### config.mk
export PLATFORM = sky130hd
export DESIGN_NAME = simple_processor_feeder
export DESIGN_NICKNAME = d
export VERILOG_FILES = /design/src/rtl/simple_processor_feeder.sv
export SDC_FILE = /design/constraint.sdc
export NUM_CORES = 1
export LEC_CHECK = 0
export ABC_CLOCK_PERIOD_IN_PS = 6900
export CORE_MARGIN = 2
export CORE_UTILIZATION = 45
export DETAILED_ROUTE_END_ITERATION = 10
export SYNTH_ARGS = -nofsm -noshare
export SYNTH_HDL_FRONTEND = slang
export SYNTH_SLANG_ARGS = --single-unit
### constraint.sdc
create_clock -name Clock -period 6.9 [get_ports Clock]
set_input_delay 1.035 -clock Clock [delete_from_list [all_inputs] [get_ports Clock]]
set_output_delay 1.035 -clock Clock [all_outputs]
set_load 0.05 [all_outputs]
### src/rtl/simple_processor_feeder.sv
// Feeds a small stored program to a processor one instruction at a time,
// handshaking on Done and aborting with Error on a truncated mvi or a stall.
module simple_processor_feeder (
  input  logic       Clock,
  input  logic       Resetn,
  input  logic       Start,
  input  logic [4:0] ProgLen,
  input  logic       WrEn,
  input  logic [3:0] WrAddr,
  input  logic [8:0] WrData,
  input  logic       Done,
  output logic [8:0] DIN,
  output logic       Run,
  output logic       Busy,
  output logic       Finished,
  output logic       Error,
  output logic [4:0] InstrCount
);

  // state  | meaning
  // IDLE   | program memory writable, waiting for Start
  // ISSUE  | Run strobe, DIN = mem[pc], IR captured
  // IMM    | immediate word of mvi on DIN, waiting for Done
  // WAIT   | instruction word held on DIN, waiting for Done
  // FINISH | one-cycle Finished pulse, then back to IDLE
  typedef enum logic [2:0] {
    S_IDLE, S_ISSUE, S_IMM, S_WAIT, S_FINISH
  } state_t;

  localparam logic [2:0] OP_MVI  = 3'b001;
  // Loaded on ISSUE; reaching zero without Done ends the run on the 15th cycle after Run.
  localparam logic [3:0] TMO_TOP = 4'd13;

  state_t      state, state_nx;
  logic [8:0]  mem [16];
  logic [4:0]  pc, pc_nx, pc_p1, len, len_nx, cnt_nx;
  logic [3:0]  tmo, tmo_nx;
  logic [8:0]  ir, ir_nx, din_nx;
  logic        err_nx;

  assign pc_p1 = pc + 5'd1;

  always_ff @(posedge Clock) begin
    if (WrEn && state == S_IDLE) mem[WrAddr] <= WrData;
  end

  always_ff @(posedge Clock or negedge Resetn) begin
    if (!Resetn) begin
      state      <= S_IDLE;
      pc         <= '0;
      len        <= '0;
      tmo        <= '0;
      ir         <= '0;
      DIN        <= '0;
      Run        <= 1'b0;
      Busy       <= 1'b0;
      Finished   <= 1'b0;
      Error      <= 1'b0;
      InstrCount <= '0;
    end else begin
      state      <= state_nx;
      pc         <= pc_nx;
      len        <= len_nx;
      tmo        <= tmo_nx;
      ir         <= ir_nx;
      DIN        <= din_nx;
      Run        <= (state_nx == S_ISSUE);
      Busy       <= (state_nx != S_IDLE);
      Finished   <= (state_nx == S_FINISH);
      Error      <= err_nx;
      InstrCount <= cnt_nx;
    end
  end

  always_comb begin
    state_nx = state;
    pc_nx    = pc;
    len_nx   = len;
    cnt_nx   = InstrCount;
    tmo_nx   = tmo;
    ir_nx    = ir;
    err_nx   = Error;
    din_nx   = '0;
    case (state)
      S_IDLE: begin
        if (Start) begin
          len_nx   = (ProgLen > 5'd16) ? 5'd16 : ProgLen;
          pc_nx    = '0;
          cnt_nx   = '0;
          err_nx   = 1'b0;
          state_nx = (ProgLen == 5'd0) ? S_FINISH : S_ISSUE;
        end
      end
      S_ISSUE: begin
        tmo_nx = TMO_TOP;
        if (ir[8:6] == OP_MVI) begin
          if (pc_p1 < len) begin
            state_nx = S_IMM;
          end else begin
            err_nx   = 1'b1;
            state_nx = S_FINISH;
          end
        end else begin
          state_nx = S_WAIT;
        end
      end
      S_IMM, S_WAIT: begin
        if (Done) begin
          pc_nx    = (state == S_IMM) ? pc + 5'd2 : pc_p1;
          cnt_nx   = InstrCount + 5'd1;
          state_nx = (pc_nx >= len) ? S_FINISH : S_ISSUE;
        end else if (tmo == 4'd0) begin
          err_nx   = 1'b1;
          state_nx = S_FINISH;
        end else begin
          tmo_nx = tmo - 4'd1;
        end
      end
      S_FINISH: state_nx = S_IDLE;
      default:  state_nx = S_IDLE;
    endcase

    if (state_nx == S_ISSUE) ir_nx = mem[pc_nx[3:0]];

    case (state_nx)
      S_ISSUE: din_nx = mem[pc_nx[3:0]];
      S_IMM:   din_nx = mem[pc_p1[3:0]];
      S_WAIT:  din_nx = ir;
      default: din_nx = '0;
    endcase
  end

endmodule
# After elaboration in Yosys (flattened, before gate mapping)
# Memories as Yosys holds them, arrays and structs flattened.
# Index checks and enable logic that the tools add are counted.
[totals]
ff_bits = 44
latchBits = 0
ramBits = 144
romBits = 0
output_inout_bits = 18
word_cells = 76
mem_count = 1
[op_classes]
add_sub_neg = 4
multipliers = 0
n_div = 0
n_lt_le_gt_ge = 3
n_eq_ne = 15
shift = 0
n_mux = 28
bitwise = 0
n_reduce_logical = 13
[memory_table]
columns = ["memory", "depth", "width", "read_ports", "rd_ports_with_merged_regs", "write_ports", "line", "rtl"]
rows = [
  ["mem", 16, 9, 2, 0, 1, "35", "logic [8:0] mem [16];"],
]
[op_table]
columns = ["cell", "count"]
rows = [
  ["two-way mux 5 bit", 6],
  ["one-hot mux 9 bit (3 select lines)", 1],
  ["two-way mux 3 bit", 7],
  ["one-hot mux 5 bit (2 select lines)", 2],
  ["inequality test 2 bit (second input constant)", 7],
  ["equality test 3 x 2 -> 1 bit (second input constant)", 4],
  ["adder 5 x 1 -> 5 bit (second input constant)", 2],
  ["equality test 3 x 1 -> 1 bit (second input constant)", 3],
  ["one-hot mux 3 bit (3 select lines)", 1],
  ["two-way mux 4 bit", 2],
  ["one-hot mux 4 bit (2 select lines)", 1],
  ["two-way mux 1 bit", 7],
  ["AND reduction 3 bit", 2],
  ["AND reduction 6 bit", 1],
  ["nonzero test 3 bit", 2],
  ["adder 5 x 2 -> 5 bit (second input constant)", 1],
  ["greater-or-equal comparator 5 bit", 1],
  ["> comparator 5 bit (second input constant)", 1],
  ["logical NOT 5 bit", 1],
  ["< comparator 5 bit", 1],
  ["logical NOT 4 bit", 1],
  ["nonzero test 2 bit", 2],
  ["subtractor 4 x 1 -> 4 bit (second input constant)", 1],
  ["equality test 3 bit (second input constant)", 1],
  ["5 further kinds", 5],
]

# Depth between registers and ports, before layout
# Gate-level depths: netlist of the first run.
[depth]
word_depth = 8
mapped_depth = 14
mapped_depth_nobuf = 13

# Worst setup path after synthesis of the first run
# No wires, ideal clock.
[synth_path]
path_type = "flip-flop to flip-flop"
from = "register pc[1]"
to = "register DIN[3]"
setup_time_ns = 0.078
arrival_time_ns = 3.515
setup_slack_ns = 3.307
stages_incl_launch_ff = 15
path_cell_list = "dfrtp_1 -> ha_1 -> buf_2 -> buf_2 -> buf_2 -> nor2_1 -> a21oi_1 -> ha_1 -> a21o_1 -> a21o_1 -> a211oi_1 -> o211ai_1 -> clkbuf_1 -> a31oi_1 -> o21bai_1"
[synth_between]
elab_chain_len = 8
[synth_rtl]
columns = ["item", "line", "rtl"]
rows = [
  ["start: declaration", "36", "logic [4:0] pc, pc_nx, pc_p1, len, len_nx, cnt_nx;"],
  ["start signal: assignment", "62", "pc <= pc_nx;"],
  ["adder 5 x 1 -> 5 bit / adder 5 x 2 -> 5 bit (equally long branches)", "41, 109", ""],
  ["two-way mux 5 bit", "109", "pc_nx = (state == S_IMM) ? pc + 5'd2 : pc_p1;"],
  ["greater-or-equal comparator 5 bit", "111", "state_nx = (pc_nx >= len) ? S_FINISH : S_ISSUE;"],
  ["two-way mux 3 bit", "111", ""],
  ["two-way mux 3 bit", "108", "if (Done) begin"],
  ["one-hot mux 3 bit (3 select lines)", "84", "case (state)"],
  ["equality test 3 x 2 -> 1 bit / equality test 3 x 1 -> 1 bit (equally long branches)", "125", "case (state_nx)"],
  ["one-hot mux 9 bit (3 select lines) (*)", "125", ""],
  ["net din_nx[3]", "38", "logic [8:0] ir, ir_nx, din_nx;"],
  ["end signal: assignment", "66", "DIN <= din_nx;"],
  ["end: declaration", "12", "output logic [8:0] DIN,"],
]
# Mark *: on every way through the listed nets, which the timed path passes. The rest lies on a longest branch. The select of a mux whose other input is x is not followed.
# A chain may end at the register's enable or synchronous reset.

# Final worst setup path of the first run
[layout_path]
from = "register pc[0]"
to = "register DIN[2]"
# The elaborated chain is that of the path after synthesis.

==> results by stage, run 1 <==
Cells and area:
- The number of antenna diodes in the final layout is 0.
- The final design area excluding fillers is around 11,000 um^2.
- From synthesis to final layout, the design area changed by 12.02%.
- The final standard cell count with taps included and fillers excluded is 1,049.
- The post-layout net count is 798.
- In the layout the commonest cells are sky130_fd_sc_hd__edfxtp_1 (144), sky130_fd_sc_hd__nand2_1 (67), sky130_fd_sc_hd__dfrtp_1 (43).
- The most frequent standard cell in the layout excluding fill and tap cells is sky130_fd_sc_hd__edfxtp_1.
- At the end of the flow the core is filled with cells to roughly 50%.
- The share of final-layout standard cells stronger than drive strength 1 is around 15%.
- The register area is 5426 um^2.
- The number of fillers in the final layout is 1,755.
- In the final layout, the multi-input gates occupy 3929 um^2.

Route:
- After detailed routing, the number of remaining DRC violations is 0.
- After the first detailed-routing iteration, the DRC count stood at 837.
- The total vias in the final route is about 6,900.
- Dividing the detail-routed wire length by the instance count gives between 20 and 30 um.
- Summed over all nets, wire length on met3 after detailed routing comes to between 2000 and 3000 um.
- The first detailed-routing pass ran for 6 iterations.
- In this run the remaining antenna-violating nets after routing total 0.
- The routed length on met1 is 11,750 um.
- The highest metal layer used by the detailed router is met4.
- The routed wire length is around 27,000 um.
- In the routed layout, each cell is associated on average with a via count of around 6.5.
- The length of routed met2 wiring is between 10,000 and 15,000 um.

Clock tree:
- The post-CTS resize count is 0.
- The later-pin clock latency in the skew report is 0.44 ns.
- The TritonCTS buffer count is 17.
- The clock drives between 150 and 200 sinks.
- The CTS tree is yes.
- The level count of the clock H-tree is 4.
- The cell at the root of the clock tree is sky130_fd_sc_hd__clkbuf_16.
- The number of setup buffers added after CTS is 0.
- The hold buffer count at cts is 0.
- No sink is reached through more buffers than the 2 on the longest clock path.
- Clock-pin slew was measured on the worst setup and hold paths at roughly 0.07 ns.

STA:
- The sum of negative setup slack is 0 ns.
- The worst hold slack is ~0.49 ns.
- Setup repair after global routing left no endpoint under its margin.
- The top achievable clock speed is 0.2267 GHz.
- The number of max-slew violations in the final report came to 0.
- The worst pin sits at a relative slew slack of between 10% and 20%.
- The transition time at the pin with the least slew margin is 1.210 ns.
- The final critical delay including setup and external delays is ~4.4 ns.
- The final count of negative-setup-slack endpoints is 0.
- Of the available clock period, the critical path in the final layout requires about 64%.
- The final worst clock skew is 0.008763 ns.
- The count of endpoints failing hold in the final timing report is 0.

Worst setup path:
- The worst setup path is launched from a register.
- The signal arrival time at the worst endpoint is between 4 and 5 ns.
- STA classifies the critical path endpoint as a register.
- The slowest stage of the critical path belongs to the cell sky130_fd_sc_hd__dfrtp_2.
- The signal on the critical path passes through ha_2 > xnor2_1 > buf_4 > inv_1 > mux2_2 > ha_1 > a21o_1 > a211oi_1 > o211ai_1 > buf_4 > inv_2 > o211ai_1 > o211ai_1.
- Counting both buffers and inverters, the worst setup path holds a total of 4.
- The worst setup path category is register to register.
- At the worst endpoint, the required time is between 7 and 8 ns.
- In this design, the largest share of critical-path delay is due to compound AO/OA/AOI/OAI gates.
- Of all nets on the critical path, the largest fanout is 20.
- By instance count, the cell type seen most on the critical path is sky130_fd_sc_hd__o211ai_1.
- In this design, the stage delay of the slowest critical-path cell is a little under 0.7 ns.

Placement:
- Once placement completed, the tool counted placed cells totaling about 1,000.
- The post-detailed-placement cell area is between 10,000 and 15,000 um^2.
- The placed wire-length estimate after detailed placement is 18,370 um.
- Routability-driven placement finished with a final weighted congestion of 0.9277.
- Port buffering added 40 buffers.

Logic synthesis:
- The cell taking the most area after synthesis is sky130_fd_sc_hd__edfxtp_1.
- The synthesized design contains 144 enable-type register cells.
- The share of the Yosys chip area taken by registers is a little under three fifths.
- The flip-flop and latch count after synthesis is 188.
- After technology mapping, the gate count stands at 736.
- The mean instance size in the synthesized netlist is between 10 and 15 um^2.
- By area the synthesized netlist is led by sky130_fd_sc_hd__edfxtp_1 (45%), sky130_fd_sc_hd__dfrtp_1 (11%), sky130_fd_sc_hd__mux4_2 (8.4%), sky130_fd_sc_hd__mux2i_1 (2.8%), sky130_fd_sc_hd__nand2_1 (2.6%).
- The distinct cell type count of the synthesized netlist is 76.
- The area fraction of the dominant cell type after synthesis is between 40 and 50%.
- The primary flip-flop cell chosen by synthesis mapping is sky130_fd_sc_hd__edfxtp_1.
- For this run, asynchronously set or reset flops after synthesis account for between 20% and 30%.
- The net count after synthesis is 772.
- The post-synthesis instance area is approximately 9700 um^2.
- The warning count from the yosys run is 0.

Die:
- The total area inside the core boundary comes to 21,090 um^2.
- The total die area is approximately 23,000 um^2.
- Once the floorplan was initialized, standard cells occupied 45.87% of the core.
- In this run the vertical extent of the chip is between 150 and 200 um.
- The number of top-level pins is 41.
- In this run the core area contains 53 standard-cell rows.
- The width of the die is around 150 um.

Global route:
- The pin count of the biggest net entering global routing is 45.
- The global-route wire length before repair is between 40,000 and 50,000 um.
- The total global routing overflow is 0.
- The via count of the first global-routing pass was 6,771.
- The global routing usage summed across all routing layers is ~25%.
- The initial antenna violation count is 0.

Power and ir drop:
- The internal power of the cells totals approximately 2.7 mW.
- The fraction of power consumed by sequential logic is about a third.
- The worst-case IR drop observed on VDD is between 150 and 200 uV.
- The total leakage power is about 3.7 nW.
- The combinational share of power is approximately 48%.
- In this run the power spent charging and discharging nets is between 1.5 and 2 mW.
- The clock network is responsible for 20.3% of the overall power.
- The power density relative to cell area is ~430 nW/um^2.
- The switching part of the total is between 40% and 50%.

Worst hold path:
- The path class of the tightest hold or removal check is register to register.

Status:
- The flow ran to the end, and the final reports show no timing, DRC or antenna violations.

Flow run:
- Across the run, the number of max-cap violations was 0.
-- metrics by stage --
stage | power (mW) | worst slack, ns
finish | 4.648 | 2.488
global route | 4.869 | 2.284
CTS | 4.627 | 2.512
detailed placement | 3.691 | 2.167
global placement | 3.668 | 2.251
floorplan | 3.086 | 3.307
-- power by group through the flow --
| stage | registers (mW) | logic, mW | clock network (mW) |
|---|---|---|---|
| 6_report | 1.47 | 2.24 | 0.946 |
| 5_1_grt | 1.48 | 2.39 | 1.00 |
| 4_1_cts | 1.47 | 2.21 | 0.952 |
| 3_5_place_dp | 1.49 | 2.20 | 0 |
| 3_3_place_gp | 1.49 | 2.18 | 0 |
| 2_1_floorplan | 1.55 | 1.54 | 0 |
-- synthesized netlist by cell type (13+ instances only) --
| cell type | count |
|---|---|
| sky130_fd_sc_hd__dfrtp_1 | 44 |
| sky130_fd_sc_hd__clkbuf_1 | 13 |
| sky130_fd_sc_hd__nor2_1 | 30 |
| sky130_fd_sc_hd__nand3_1 | 34 |
| sky130_fd_sc_hd__edfxtp_1 | 144 |
| sky130_fd_sc_hd__mux4_2 | 36 |
| sky130_fd_sc_hd__inv_1 | 14 |
| sky130_fd_sc_hd__buf_2 | 24 |
| sky130_fd_sc_hd__o211ai_1 | 28 |
| sky130_fd_sc_hd__a221oi_1 | 13 |
| sky130_fd_sc_hd__ha_1 | 13 |
| sky130_fd_sc_hd__mux2i_1 | 27 |
| sky130_fd_sc_hd__o21ai_0 | 32 |
| sky130_fd_sc_hd__and3_1 | 15 |
| sky130_fd_sc_hd__a31oi_1 | 17 |
| sky130_fd_sc_hd__nand2_1 | 67 |
| sky130_fd_sc_hd__nand4_1 | 19 |
-- per-layer routing --
layer | up-vias | track usage (%)
met4 | 0 | 9.159
met3 | 58 | 7.939
met1 | 3425 | 35.24
met5 | - | 0
li1 | 2986 | -
met2 | 400 | 36.70
-- flip-flops by register name, indices dropped and copies added, names as in the netlist --
name	count
Run	1
len	5
Error	1
Finished	1
pc	5
InstrCount	5
mem	144
state	3
Busy	1
ir	9
tmo	4
DIN	9
-- final cells by class --
cell class / instances / share of cell area (%)
multi-input combinational: 481 / 36.26
inverter: 20 / 0.7159
sequential: 188 / 50.08
clock buffer: 17 / 3.926
clock inverter: 14 / 1.224
timing repair buffer: 54 / 4.619
tap: 275 / 3.176
-- kinds of logic (layout without fill, tap and decap cells) --
group	count (synthesis)	after routing	share of synthesized area (%)
AND/OR/NAND/NOR	212	212	11.67
flip-flops	188	188	56.09
AO/OA/AOI/OAI	175	175	14.03
multiplexers	71	71	12.26
buffers and inverters	67	105	3.363
adder cells (fa/ha/maj)	13	13	1.682
XOR/XNOR	10	10	0.9054
-- worst paths after layout --
path                                   startpoint            endpoint  slack [ns]  cells past startpoint
worst max-delay path              pc[0]$_DFF_PN0_    DIN[2]$_DFF_PN0_        2.49                     13
worst min-delay path            ir[3]$_DFFE_PN0N_   ir[3]$_DFFE_PN0N_        0.49                      1
worst max register to register    pc[0]$_DFF_PN0_    DIN[2]$_DFF_PN0_        2.49                     13
worst min register to register  ir[3]$_DFFE_PN0N_   ir[3]$_DFFE_PN0N_        0.49                      1
max in group asynchronous                  Resetn     pc[0]$_DFF_PN0_        5.43                      1
min in group asynchronous                  Resetn  tmo[2]$_DFFE_PN0P_        0.78                      1
-- worst reg2reg max path, delay by kind of cell, from the launching register on --
kind	cells	cell delay [ns]
adder cells (fa/ha/maj)	2	0.60
multiplexers	1	0.44
flip-flops	1	0.68
AO/OA/AOI/OAI	5	1.25
buffers and inverters	4	1.23
XOR/XNOR	1	0.13
Note: power is estimated with default switching activity, not from simulation.
==> run 2, diff against run 1 <==
ABC_CLOCK_PERIOD_IN_PS = 4300   (was 6900)
clock period = 4.3 ns   (was 6.9 ns; I/O delays follow)
==> results by stage, run 2 (synthesis results as in run 1) <==
STA:
- The final count of negative-setup-slack endpoints is 0 (unchanged).
- Setup repair after global routing left no endpoint under its margin.
- The final critical delay including setup and external delays is 3.557 ns (-0.8551 ns).
- The top achievable clock speed was 0.2812 GHz (+24%).
- The transition time at the pin with the least slew margin is 1.103 ns (-0.1070 ns).
- The worst hold slack is 0.3721 ns (-0.1157 ns).
- The count of endpoints failing hold in the final timing report is 0 (unchanged).
- The final worst clock skew was 0.01002 ns (+0.001260 ns).
- The number of max-slew violations in the final report is 0 (unchanged).
- The relative slew slack is 26.21% (+7.1 points).
- The final critical-path share of the clock period is 82.71% (+19 points).
- The sum of negative setup slack is 0 ns (unchanged).

Worst setup path:
- The maximum fanout count along the critical path was 38 (+90%).
- The critical path capture point type is a register.
- The worst setup path is launched from a register.
- The worst setup path category is register to register.
- The data required time at the worst endpoint came to 4.59 ns (-2.66 ns).
- The signal arrival time at the worst endpoint is 3.85 ns (-0.91 ns).

Clock tree:
- The later-pin clock latency in the skew report came to 0.43 ns (about the same).
- The root buffer cell chosen for the clock tree is sky130_fd_sc_hd__clkbuf_16.
- The CTS tree is yes.
- The post-CTS resize count came to 0 (unchanged).
- The clock sink count is 188 (unchanged).
- The clock-pin slew on the worst setup and hold paths is 0.07 ns (about the same).
- The deepest clock path buffer count came to 2 (unchanged).
- The level count of the clock H-tree is 4 (unchanged).
- The number of setup buffers added after CTS was 0 (unchanged).
- The TritonCTS buffer count was 17 (unchanged).
- The hold buffer count at cts is 0 (unchanged).

Global route:
- The initial antenna violation count was 0 (unchanged).
- The total global routing overflow is 0 (unchanged).
- The global routing usage summed across all routing layers is 25.51% (+0.43 points).
- The global-route wire length before repair is 42,130 um (+2.2%).
- The pin count of the biggest net entering global routing is 45 (unchanged).
- The via count of the first global-routing pass is 6,899 (+1.9%).

Cells and area:
- More flip-flops sit in one register than any other, and that register is mem.
- The area overhead of the layout relative to synthesis is 13.38%.
- The final standard cell count with taps included and fillers excluded was 1,068 (+1.8%).
- The share of final-layout standard cells stronger than drive strength 1 is 17.15% (+1.9 points).
- The count of inserted antenna diode cells is 0 (unchanged).
- The largest registers in the layout are mem: 144 flops, DIN: 9 flops, ir: 9 flops.
- The number of fillers in the final layout was 1,778 (+1.3%).
- The number of flip-flops in the largest register is 144 (unchanged).
- The library cell used most frequently in the layout, excluding fill and tap cells, is sky130_fd_sc_hd__edfxtp_1.
- The library cells used most frequently in the layout, excluding fill and tap cells, are sky130_fd_sc_hd__edfxtp_1 (144), sky130_fd_sc_hd__nand2_1 (67), sky130_fd_sc_hd__dfrtp_1 (43).
- The post-layout net count is 816 (+2.3%).

Power and ir drop:
- The maximum vdd ir drop was 355.7 uV (+100%).
- The power density relative to cell area was 687.9 nW/um^2 (+60%).
- The total leakage power is 3.786 nW (+2.9%).

Route:
- The total vias in the final route was 7,027 (+2.3%).
- The number of vias per cell is 6.580 (+0.48%).
- The number of DRC markers after the initial detailed-route iteration is 961 (+15%).
- The final routed wire length divided by cell count is 26.05 um (-0.55%).
- The number of detailed-route iterations in the first pass is 6 (unchanged).
- The routed wire length was 27,820 um (+1.2%).
- The remaining number of nets flagged by the antenna check after routing is 0 (unchanged).
- After detailed routing, no signal wire sits above met4.
- The met3 wire length was 2591 um (-8.3%).
- The length of routed met2 wiring is 12,550 um (+3.7%).
- The routed length on met1 was 11,840 um (+0.77%).
- The detailed-route DRC error count came to 0 (unchanged).

Die:
- The total die area is 22,680 um^2 (unchanged).
- The initial core utilization was 45.87% (unchanged).
- The number of top-level pins came to 41 (unchanged).
- The width of the die is 150.6 um (unchanged).
- The vertical die dimension is 150.6 um (unchanged).
- The floorplan core area is 21,090 um^2 (unchanged).
- The placement row count is 53 (unchanged).

Status:
- The flow ran to the end, and the final reports show no timing, DRC or antenna violations.

Placement:
- The placed cell count came to 1,036 (+1.8%).
- The final weighted congestion of routability-driven global placement is 0.9421 (+1.6%).
- The count of input and output buffers is 40 (unchanged).
- The placed wire-length estimate after detailed placement came to 19,050 um (+3.7%).

Worst hold path:
- The classification of the worst-slack hold path is input port to asynchronous set/reset pin.

Flow run:
- The number of max-cap violations is 0 (unchanged).
[run 2: cell types whose count changed in the layout (fill, tap and decap cells not counted), moves of 3 or more]
cell                         previous run  this run
sky130_fd_sc_hd__clkbuf_8               0         3
sky130_fd_sc_hd__inv_4                  1         4
sky130_fd_sc_hd__buf_4                 14        32
sky130_fd_sc_hd__clkinvlp_4             3         0
sky130_fd_sc_hd__inv_8                  4         1
[run 2: stage by stage]
step	util, %	total power [mW]	setup slack, ns	area (um^2)
final	52.01	7.544	0.7435	10970
after floorplan	-	4.953	0.7069	9673
after global placement	49.38	5.973	0.6680	10410
after global routing	52.01	7.921	0.5426	10970
after detailed placement	49.38	6.017	0.6553	10410
after CTS	52.01	7.518	0.7833	10970
[run 2: routing by layer]
metal	up-vias	global-route usage, %
li1	3035	-
met1	3511	36.84
met2	416	38.70
met3	65	5.152
met4	0	8.692
met5	-	0
[run 2: final timing paths]
path	from	to	slack, ns	cells past startpoint
max	pc[0]$_DFF_PN0_	DIN[5]$_DFF_PN0_	0.74	9
min	Resetn	DIN[3]$_DFF_PN0_	0.37	1
max reg2reg	pc[0]$_DFF_PN0_	DIN[5]$_DFF_PN0_	0.74	9
max in group asynchronous	Resetn	pc[0]$_DFF_PN0_	3.24	1
min reg2reg	ir[5]$_DFFE_PN0N_	ir[5]$_DFFE_PN0N_	0.49	1
min in group Clock	ir[5]$_DFFE_PN0N_	ir[5]$_DFFE_PN0N_	0.49	1
[run 2: report_power, final]
group	internal [mW]	switching, mW	leakage (nW)
clock network	0.796	0.710	0.281
logic	1.39	2.30	1.65
registers	2.16	0.189	1.85
[run 2: layout make-up]
type | instances | area, um^2 | share of cell area (%)
repair buffers | 72 | 635.6 | 5.796
well taps | 275 | 344.1 | 3.137
clock inverters | 11 | 83.83 | 0.7644
inverters | 20 | 77.57 | 0.7074
flip-flops and latches | 188 | 5426 | 49.48
clock buffers | 21 | 470.5 | 4.290
multi-input cells | 481 | 3929 | 35.82
[run 2: worst max-delay path, stage by stage, from the launching register on]
cell and delay (ns):
sky130_fd_sc_hd__dfrtp_2 0.65, sky130_fd_sc_hd__ha_2 0.37, sky130_fd_sc_hd__buf_4 0.34, sky130_fd_sc_hd__nand2b_1 0.26, sky130_fd_sc_hd__and3_1 0.26, sky130_fd_sc_hd__o211ai_4 0.47
sky130_fd_sc_hd__a2111oi_0 0.15, sky130_fd_sc_hd__nor4_1 0.50, sky130_fd_sc_hd__a31oi_1 0.18, sky130_fd_sc_hd__o21bai_1 0.19
